### config.mk
export PLATFORM = sky130hd
export DESIGN_NAME = apb_reg_initiator_flat
export DESIGN_NICKNAME = d
export VERILOG_FILES = /design/src/rtl/apb_reg_initiator_if.sv /design/src/rtl/apb_reg_initiator.sv /design/src/flat_wrapper.sv
export SDC_FILE = /design/constraint.sdc
export NUM_CORES = 1
export LEC_CHECK = 0
export ABC_CLOCK_PERIOD_IN_PS = 1700
export CAP_MARGIN = 25
export CORE_UTILIZATION = 41
export CTS_BUF_LIST = sky130_fd_sc_hd__clkbuf_16
export DETAILED_ROUTE_END_ITERATION = 8
export GPL_TIMING_DRIVEN = 0
export PLACE_DENSITY = 0.81
export RECOVER_POWER = 100
export SETUP_SLACK_MARGIN = 0.05
export SYNTH_ARGS = -nofsm -noshare
export SYNTH_HDL_FRONTEND = slang
export SYNTH_SLANG_ARGS = --single-unit
export TNS_END_PERCENT = 20
### constraint.sdc
create_clock -name clk -period 1.7 [get_ports clk]
set_input_delay 0.17 -clock clk [delete_from_list [all_inputs] [get_ports clk]]
set_output_delay 0.17 -clock clk [all_outputs]
set_load 0.01 [all_outputs]
### src/rtl/apb_reg_initiator_if.sv
// APB slave-port bundle between the timer's APB master and apb_reg_initiator.
interface apb_reg_initiator_if #(
   parameter int ADDR_W = 10,
   parameter int DATA_W = 32
);
   logic              psel;
   logic              penable;
   logic              pwrite;
   logic [ADDR_W-1:0] paddr;
   logic [DATA_W-1:0] pwdata;
   logic [DATA_W-1:0] prdata;
   logic              pready;
   logic              pslverr;

   modport master (
      output psel, penable, pwrite, paddr, pwdata,
      input  prdata, pready, pslverr
   );

   modport slave (
      input  psel, penable, pwrite, paddr, pwdata,
      output prdata, pready, pslverr
   );
endinterface

### src/rtl/apb_reg_initiator.sv
// APB-to-register-file bridge: one APB transfer becomes one wr_en/rd_en strobe,
// read data is captured one cycle after the strobe, then pready completes the
// access after WAIT_CYCLES extra cycles.
// Optional feature macro: APB_SLVERR_EN -- enables the address decode check
// (misaligned or above ADDR_LIMIT) answered with a one-cycle pslverr response.
module apb_reg_initiator #(
   parameter int                ADDR_W      = 10,
   parameter int                DATA_W      = 32,
   parameter int                WAIT_CYCLES = 0,
   parameter logic [ADDR_W-1:0] ADDR_LIMIT  = 'h00C
) (
   input  logic                 clk,
   input  logic                 rst,
   apb_reg_initiator_if.slave   apb,
   output logic                 wr_en,
   output logic                 rd_en,
   output logic [ADDR_W-1:0]    addr,
   output logic [DATA_W-1:0]    wdata,
   input  logic [DATA_W-1:0]    rdata
);

   typedef enum logic [2:0] {IDLE, ISSUE, LATCH, WAIT, RESP} state_t;

   localparam logic [3:0] WAIT_LOAD = (WAIT_CYCLES > 0) ? 4'(WAIT_CYCLES - 1) : 4'd0;

   state_t            state, state_nxt;
   logic              write_q;
   logic [DATA_W-1:0] prdata_q;
   logic [3:0]        wait_cnt;
   logic              setup;
   logic              dec_err;
   logic              abort;

   // Setup phase only; penable=1 seen in IDLE is an access phase we never saw start.
   assign setup = apb.psel & ~apb.penable;
   assign abort = ((state == ISSUE) || (state == LATCH) || (state == WAIT)) & ~apb.psel;

`ifdef APB_SLVERR_EN
   logic err_q;

   assign dec_err = (apb.paddr[1:0] != 2'b00) || (apb.paddr > ADDR_LIMIT);

   // Error flag: set by the decode at setup, dropped when the master abandons the transfer.
   always_ff @(posedge clk) begin
      if (rst)
         err_q <= 1'b0;
      else if ((state == IDLE) && setup)
         err_q <= dec_err;
      else if (abort)
         err_q <= 1'b0;
   end

   assign apb.pslverr = (state == RESP) & err_q;
`else
   assign dec_err     = 1'b0;
   assign apb.pslverr = 1'b0;
`endif

   // State register.
   always_ff @(posedge clk) begin
      if (rst)
         state <= IDLE;
      else
         state <= state_nxt;
   end

   // Next-state logic; psel dropping mid-transfer abandons it without a response.
   always_comb begin
      state_nxt = state;
      case (state)
         IDLE:    if (setup) state_nxt = dec_err ? RESP : ISSUE;
         ISSUE:   state_nxt = apb.psel ? LATCH : IDLE;
         LATCH: begin
            if (!apb.psel)            state_nxt = IDLE;
            else if (WAIT_CYCLES > 0) state_nxt = WAIT;
            else                      state_nxt = RESP;
         end
         WAIT: begin
            if (!apb.psel)          state_nxt = IDLE;
            else if (wait_cnt == 0) state_nxt = RESP;
         end
         RESP:    state_nxt = IDLE;
         default: state_nxt = IDLE;
      endcase
   end

   // Transfer capture, read-data latch and wait counter.
   always_ff @(posedge clk) begin
      if (rst) begin
         addr     <= '0;
         wdata    <= '0;
         write_q  <= 1'b0;
         prdata_q <= '0;
         wait_cnt <= '0;
      end else begin
         // prdata is cleared here so writes and error responses return 0.
         if ((state == IDLE) && setup) begin
            addr     <= apb.paddr;
            wdata    <= apb.pwdata;
            write_q  <= apb.pwrite;
            prdata_q <= '0;
         end
         if ((state == LATCH) && apb.psel && !write_q)
            prdata_q <= rdata;
         if (state == LATCH)
            wait_cnt <= WAIT_LOAD;
         else if ((state == WAIT) && (wait_cnt != 0))
            wait_cnt <= wait_cnt - 4'd1;
      end
   end

   // Outputs decoded from registered state only.
   assign wr_en      = (state == ISSUE) &  write_q;
   assign rd_en      = (state == ISSUE) & ~write_q;
   assign apb.pready = (state == RESP);
   assign apb.prdata = prdata_q;

endmodule
### src/flat_wrapper.sv
// flat-port wrapper written by rule: the top's interface ports become plain ports
module apb_reg_initiator_flat 
#(
   parameter int                ADDR_W      = 10,
   parameter int                DATA_W      = 32,
   parameter int                WAIT_CYCLES = 0,
   parameter logic [ADDR_W-1:0] ADDR_LIMIT  = 'h00C
)
  (clk, rst, wr_en, rd_en, addr, wdata, rdata, apb_psel, apb_penable, apb_pwrite, apb_paddr, apb_pwdata, apb_prdata, apb_pready, apb_pslverr);
  apb_reg_initiator_if #(.ADDR_W(ADDR_W), .DATA_W(DATA_W)) apb_i ();
  input  logic clk;
  input  logic rst;
  output logic wr_en;
  output logic rd_en;
  output logic [ADDR_W-1:0] addr;
  output logic [DATA_W-1:0] wdata;
  input  logic [DATA_W-1:0] rdata;
  input wire logic [$bits(apb_i.psel)-1:0] apb_psel;
  input wire logic [$bits(apb_i.penable)-1:0] apb_penable;
  input wire logic [$bits(apb_i.pwrite)-1:0] apb_pwrite;
  input wire logic [$bits(apb_i.paddr)-1:0] apb_paddr;
  input wire logic [$bits(apb_i.pwdata)-1:0] apb_pwdata;
  output wire logic [$bits(apb_i.prdata)-1:0] apb_prdata;
  output wire logic [$bits(apb_i.pready)-1:0] apb_pready;
  output wire logic [$bits(apb_i.pslverr)-1:0] apb_pslverr;
  assign apb_i.psel = apb_psel;
  assign apb_i.penable = apb_penable;
  assign apb_i.pwrite = apb_pwrite;
  assign apb_i.paddr = apb_paddr;
  assign apb_i.pwdata = apb_pwdata;
  assign apb_prdata = apb_i.prdata;
  assign apb_pready = apb_i.pready;
  assign apb_pslverr = apb_i.pslverr;
  apb_reg_initiator #(.ADDR_W(ADDR_W), .DATA_W(DATA_W), .WAIT_CYCLES(WAIT_CYCLES), .ADDR_LIMIT(ADDR_LIMIT)) u_core (.clk(clk), .rst(rst), .apb(apb_i), .wr_en(wr_en), .rd_en(rd_en), .addr(addr), .wdata(wdata), .rdata(rdata));
endmodule
==> impl_metrics.tcl, run 1 <==
set metrics [dict create \
    ys.warnings.count 0 \
    firstDrtPassIters 4 \
    tightest_slew_ps 553 \
    fin_crit_sh_pct 93.8 \
    synthCells 390 \
    layout.nets 633 \
    vdd_drop_max_uv 486 \
    drc 0 \
    vias 3529 \
    grt_pass1_vias 3346 \
    crit_arrival_ps 1420 \
    clock.fmax_ghz 0.627 \
    final_cell_count_no_fill 660 \
    die_h_um 91.3 \
    crit_path_end "wr_en" \
    drtAntennaViolNets 0 \
    critPathCaptureType "output pin" \
    drive_above_1_share_pct 8.06 \
    power_frac_comb_pct 13.6 \
    p_int_mw 3.26 \
    htreeDepth 3 \
    r2r_cells 6 \
    final_util_pct 67.4 \
    yosysUniqueCellTypes 29 \
    critPathKind "reg2out" \
    cts_made_buffers 9 \
    core_um2 7730 \
    cts_hold_buffers 0 \
    worstPathRequired_ps 1530 \
    finalClockSkew_ps 5.31 \
    r2r_end "u_core.wdata[26]$_SDFFE_PP0P_" \
    drtIter0Drc 107 \
    final_common_cell "dfxtp_1" \
    antenna_found_initial 0 \
    syn_to_final_growth_pct 59.3 \
    slew-limit-headroom_pct 63.1 \
    cp.depth 4 \
    clock_latency_ps 330 \
    totalWireLength_mm 10.0 \
    power_frac_seq_pct 46.3 \
    status "finished, final reports clean" \
    grt.total_usage_pct 24.0 \
    dieArea_um2 8340 \
    clkPwrFrac_pct 40.1 \
    num_io_pins 157 \
    power_mw 4.31 \
    crit_family "buffers and inverters" \
    min_path_cells 3 \
    cts_setup_buffers 0 \
    p_sw_share_pct 24.5 \
    path_buf_inv 3 \
    gp_congestion 0.836 \
    synth_nets 470 \
    clock_sinks 82 \
    layout_common_cells "82 x dfxtp_1, 79 x a21oi_1, 76 x clkdlybuf4s50_1" \
    grt_pass1_wl_mm 16.0 \
    grt_start_max_net_pins 14 \
    root_buffer "clkbuf_16" \
    finalHoldViolCount 0 \
    crit_fanout 7 \
    leakage_nw 2.03 \
    ys_ff_latch 82 \
    cap_violations 0 \
    cp_slowest_cell "dfxtp_1" \
    numPortBuffers 153 \
    finalSetupViolCount 0 \
    slew_viol_final 0 \
    synth_area_per_cell_um2 8.39 \
    path_cells "buf_4 > inv_1 > nor4b_1 > clkdlybuf4s15_2" \
    hold_class "in2reg" \
    clkSlewWorstSetupHoldPaths_ps 60 \
    die_w_um 91.3 \
    start_util_pct 42.3 \
    netlist_area_um2 3270 \
    switchingPower_mw 1.06 \
    tns_ps 0 \
    grt_overflow_total 0 \
    fin_hold_ws_ps 154 \
    post-dp-hpwl_mm 7.36 \
    p_per_area_nw_per_um2 828 \
    rows 32 \
    cp-start-kind "flip-flop" \
    dp.cells 645 \
    clockBufferDepth 2 \
    diodes 0 \
    wire_per_inst_um 15.2 \
    rr_startpoint "u_core.state[0]$_SDFFE_PP0P_" \
    cts_tree "done" \
    seq_area_frac_synth_pct 50.2 \
    grt_setup_unrepaired "yes" \
    r2r_slack_ps 110 \
    cp-startpoint "u_core.state[0]$_SDFFE_PP0P_" \
    critical_path.max_stage_delay_ps 320 \
    period_needed_ps 1590 \
    via_per_inst 5.35 \
]
-- what timing repair did --
action | 4_1_cts | 5_1_grt
hold endpoints to repair | 0 | 0
endpoints found under the setup margin | 18 | 49
resized for setup | 13 | 11
-- worst min-delay path: cells and delay by family --
family	cells	cell delay [ps]
AOI/OAI and AO/OA	1	50
buffers and inverters	1	150
and+or+nand+nor	1	70
-- sequential cells by signal (all words and copies together) (netlist names) --
| signal | count |
|---|---|
| u_core.addr | 10 |
| u_core.write_q | 1 |
| u_core.apb.prdata | 32 |
| u_core.wdata | 32 |
| u_core.state | 3 |
| u_core.wait_cnt | 4 |
-- cells in the mapped netlist, drive strengths merged --
cell	n	area share, %
nor3b	3	0.84
nand3b	1	0.23
ha	1	0.38
nand2b	1	0.19
conb	1	0.11
nand3	75	11
nor2	4	0.46
mux2	1	0.34
dfxtp	82	50
or3b	1	0.34
inv	5	0.57
nor4	1	0.19
nor4b	3	1.3
or4	2	0.46
o21ai	79	12
or3	3	0.57
a2111oi	1	0.27
a21oi	79	12
clkbuf	25	2.9
or2	1	0.19
a21o	1	0.23
buf	19	4.3
o32a	1	0.31
-- power by group through the flow --
| stage | logic, mW | clock network [mW] | registers [mW] |
|---|---|---|---|
| floorplan | 0.220 | 0 | 2.06 |
| global placement | 0.589 | 0 | 2.04 |
| detailed placement | 0.599 | 0 | 2.04 |
| CTS | 0.604 | 1.75 | 2.00 |
| global route | 0.632 | 1.83 | 2.00 |
| finish | 0.585 | 1.73 | 2.00 |
-- cell type report --
type / count / area (um2)
Buffer: 43 / 240
Clock buffer: 9 / 225
Clock inverter: 7 / 37.5
Fill cell: 630 / 2520
Inverter: 5 / 18.8
Multi-Input combinational cell: 259 / 1390
Sequential cell: 82 / 1640
Tap cell: 102 / 128
Timing Repair Buffer: 153 / 1530
-- metrics by stage --
stage	area (um2)	worst slack [ps]
finish	5210	106
global route	5210	12.9
CTS	5210	96.6
detailed placement	4930	-208
global placement	4930	-156
floorplan	3270	268
-- worst min path at each step --
stage / startpoint / slack (ps) / to
floorplan: apb_paddr[0] / 320 / u_core.addr[0]$_SDFFE_PP0P_
detailed placement: u_core.wdata[5]$_SDFFE_PP0P_ / 470 / u_core.wdata[5]$_SDFFE_PP0P_
CTS: apb_psel / 150 / u_core.apb.prdata[4]$_SDFFE_PP0P_
global route: apb_psel / 160 / u_core.apb.prdata[5]$_SDFFE_PP0P_
global placement: u_core.wdata[8]$_SDFFE_PP0P_ / 460 / u_core.wdata[8]$_SDFFE_PP0P_
finish: apb_psel / 150 / u_core.apb.prdata[4]$_SDFFE_PP0P_
-- metal layers --
layer	vias up	wire length, um	share of wire, %	track usage [%]
met3	14	867	8.6	8.46
met1	1635	4190	42	28.8
met2	151	4830	48	40.6
met5	-	0	0	0
met4	0	135	1.3	7.01
li1	1729	-	-	-
-- cell families (layout without fill, tap and decap cells) --
logic type / count (synthesis) / count (layout) / share of synthesized area (%)
fa+ha+maj: 1 / 1 / 0.382
flops: 82 / 82 / 50.2
simple gates: 95 / 95 / 16.2
compound gates: 161 / 161 / 25.0
mux: 1 / 1 / 0.344
other cells: 1 / 1 / 0.115
buf+inv: 49 / 217 / 7.77
Note: power is estimated with default switching activity, not from simulation.
==> run 2: changes to the inputs <==
--- a/config.mk
+++ b/config.mk
@@ -7,13 +7,17 @@
 export LEC_CHECK = 0
 export ABC_CLOCK_PERIOD_IN_PS = 1700
 export CAP_MARGIN = 25
-export CORE_UTILIZATION = 41
+export CELL_PAD_IN_SITES_DETAIL_PLACEMENT = 0
+export CELL_PAD_IN_SITES_GLOBAL_PLACEMENT = 1
+export CORE_UTILIZATION = 28
 export CTS_BUF_LIST = sky130_fd_sc_hd__clkbuf_16
+export CTS_CLUSTER_DIAMETER = 200
 export DETAILED_ROUTE_END_ITERATION = 8
 export GPL_TIMING_DRIVEN = 0
-export PLACE_DENSITY = 0.81
+export PLACE_DENSITY_LB_ADDON = 0.1
 export RECOVER_POWER = 100
 export SETUP_SLACK_MARGIN = 0.05
+export SLEW_MARGIN = 15
 export SYNTH_ARGS = -nofsm -noshare
 export SYNTH_HDL_FRONTEND = slang
 export SYNTH_SLANG_ARGS = --single-unit
==> run 2 against run 1 <==
Die area rose by 45%. Register-to-register slack worse by 40 ps. Flip-flop and latch count unchanged. First-iteration DRC count increased by 47%. Maximum frequency is 2.5% lower. Setup slack got worse by 41 ps. Critical path depth increased by 2. Clock power about the same. Via count shrank 1.7%. Critical endpoint is now u_core.addr[8]$_SDFFE_PP0P_. Largest power group unchanged. Highest routed layer unchanged.
==> impl_metrics.tcl, run 2 (synthesis results as in run 1) <==
set metrics [dict create \
    drive_above_1_share_pct 7.86 \
    rows 39 \
    grt_setup_unrepaired "yes" \
    slew-limit-headroom_pct 63.9 \
    clock_sinks 82 \
    wl_met2_mm 4.77 \
    dr_wl_met3_um 876 \
    final_util_pct 46.0 \
    syn_to_final_growth_pct 60.7 \
    wl_met1_mm 4.80 \
    highest_layer "met4" \
    root_buffer "clkbuf_16" \
    clockBufferDepth 2 \
    cp_slowest_cell "or3b_4" \
    finalClockSkew_ps 6.31 \
    fin_crit_sh_pct 96.2 \
    p_per_area_nw_per_um2 817 \
    clkSlewWorstSetupHoldPaths_ps 60 \
    via_per_inst 4.93 \
    wire_per_inst_um 15.1 \
    tightest_slew_ps 542 \
    status "finished, final reports clean" \
    final_common_cell "dfxtp_1" \
    clock_latency_ps 340 \
    diodes 0 \
    layout.nets 635 \
    worstPathRequired_ps 1900 \
    start_util_pct 28.6 \
    crit_family "buffers and inverters" \
    layout_common_cells "82 x dfxtp_1, 79 x o21ai_0, 79 x a21oi_1" \
    firstDrtPassIters 4 \
    die_h_um 110 \
    clock.fmax_ghz 0.612 \
    crit_fanout 10 \
    drtIter0Drc 157 \
    grt.total_usage_pct 17.4 \
    critical_path.max_stage_delay_ps 400 \
    die_w_um 110 \
    vias 3469 \
    period_needed_ps 1630 \
    final_cell_count_no_fill 703 \
    post-dp-hpwl_mm 7.58 \
    totalWireLength_mm 10.6 \
    antenna_found_initial 0 \
    grt_pass1_vias 3146 \
    path_buf_inv 3 \
    finalHoldViolCount 0 \
    drtAntennaViolNets 0 \
    path_cells "buf_4 > or3b_4 > buf_6 > clkbuf_2 > o21ai_0 > a21oi_1" \
    grt_overflow_total 0 \
    htreeDepth 3 \
    numPortBuffers 153 \
    final_cell_area_um2 5260 \
    slew_viol_final 0 \
    power_mw 4.30 \
    vdd_drop_max_uv 502 \
    grt_start_max_net_pins 13 \
    dpl_cell_area_um2 4980 \
    crit_arrival_ps 1840 \
    finalSetupViolCount 0 \
    core_um2 11400 \
    leakage_nw 2.04 \
    cts_made_buffers 9 \
    critPathKind "reg2reg" \
    grt_pass1_wl_mm 15.9 \
    cts_tree "done" \
    dieArea_um2 12100 \
    tns_ps 0 \
    critPathCaptureType "flip-flop" \
    cap_violations 0 \
    cp-start-kind "flip-flop" \
    gp_congestion 0.720 \
    num_io_pins 157 \
    hold_class "in2reg" \
    dp.cells 686 \
    drc 0 \
]
[run 2: cell count changes in the layout (fill, tap and decap cells not counted), moves of 2 or more]
| cell | previous run | this run |
|---|---|---|
| buf_4 | 3 | 5 |
| buf_6 | 5 | 3 |
| clkbuf_1 | 19 | 21 |
| dlygate4sd2_1 | 1 | 3 |
| inv_1 | 6 | 8 |
| o21ai_0 | 75 | 79 |
| o21ai_1 | 4 | 0 |
[run 2: metrics by stage]
step                hold WS, ps  setup WS, ps
finish                      158          65.2
global route                174          9.97
CTS                         139          46.9
detailed placement          467          -221
global placement            459          -206
floorplan                   318           268
[run 2: worst paths after layout]
kind,slack [ps],to,start,depth (start not counted)
worst min register to register,470,u_core.wdata[19]$_SDFFE_PP0P_,u_core.wdata[19]$_SDFFE_PP0P_,2
worst min-delay path,160,u_core.apb.prdata[4]$_SDFFE_PP0P_,apb_psel,3
worst max-delay path,70,u_core.addr[8]$_SDFFE_PP0P_,u_core.state[0]$_SDFFE_PP0P_,6
worst max register to register,70,u_core.addr[8]$_SDFFE_PP0P_,u_core.state[0]$_SDFFE_PP0P_,6
[run 2: worst reg2reg max path: stages (launching register included)]
cell and delay [ps]:
dfxtp_1 300, buf_4 170, or3b_4 410, buf_6 170
clkbuf_2 180, o21ai_0 200, a21oi_1 80
[run 2: area by class of cell]
cell class | instances | area (um2)
repair buffers | 154 | 1540
fillers | 1153 | 6160
clock buffers | 9 | 225
well taps | 143 | 179
flip-flops and latches | 82 | 1640
inverters | 5 | 18.8
multi-input cells | 259 | 1400
clock inverters | 7 | 30.0
plain buffers | 44 | 233
[run 2: metal layers]
metal | up-vias | track usage (%)
li1 | 1727 | -
met1 | 1608 | 22.1
met2 | 122 | 26.8
met3 | 12 | 5.41
met4 | 0 | 8.29
met5 | - | 0
[run 2: repair_timing]
action                     CTS  global route
cloned                       0             0
setup endpoints to repair   34            41
resized for setup            7            13
setup buffers                0             1
hold buffers                 0             0
[run 2: power by group]
group          switching, mW  total [mW]  leakage [nW]  internal, mW
clock network          0.752        1.71         0.140         0.960
registers             0.0225        2.00         0.665          1.98
logic                  0.279       0.586          1.24         0.307
total                   1.05        4.30          2.04          3.24
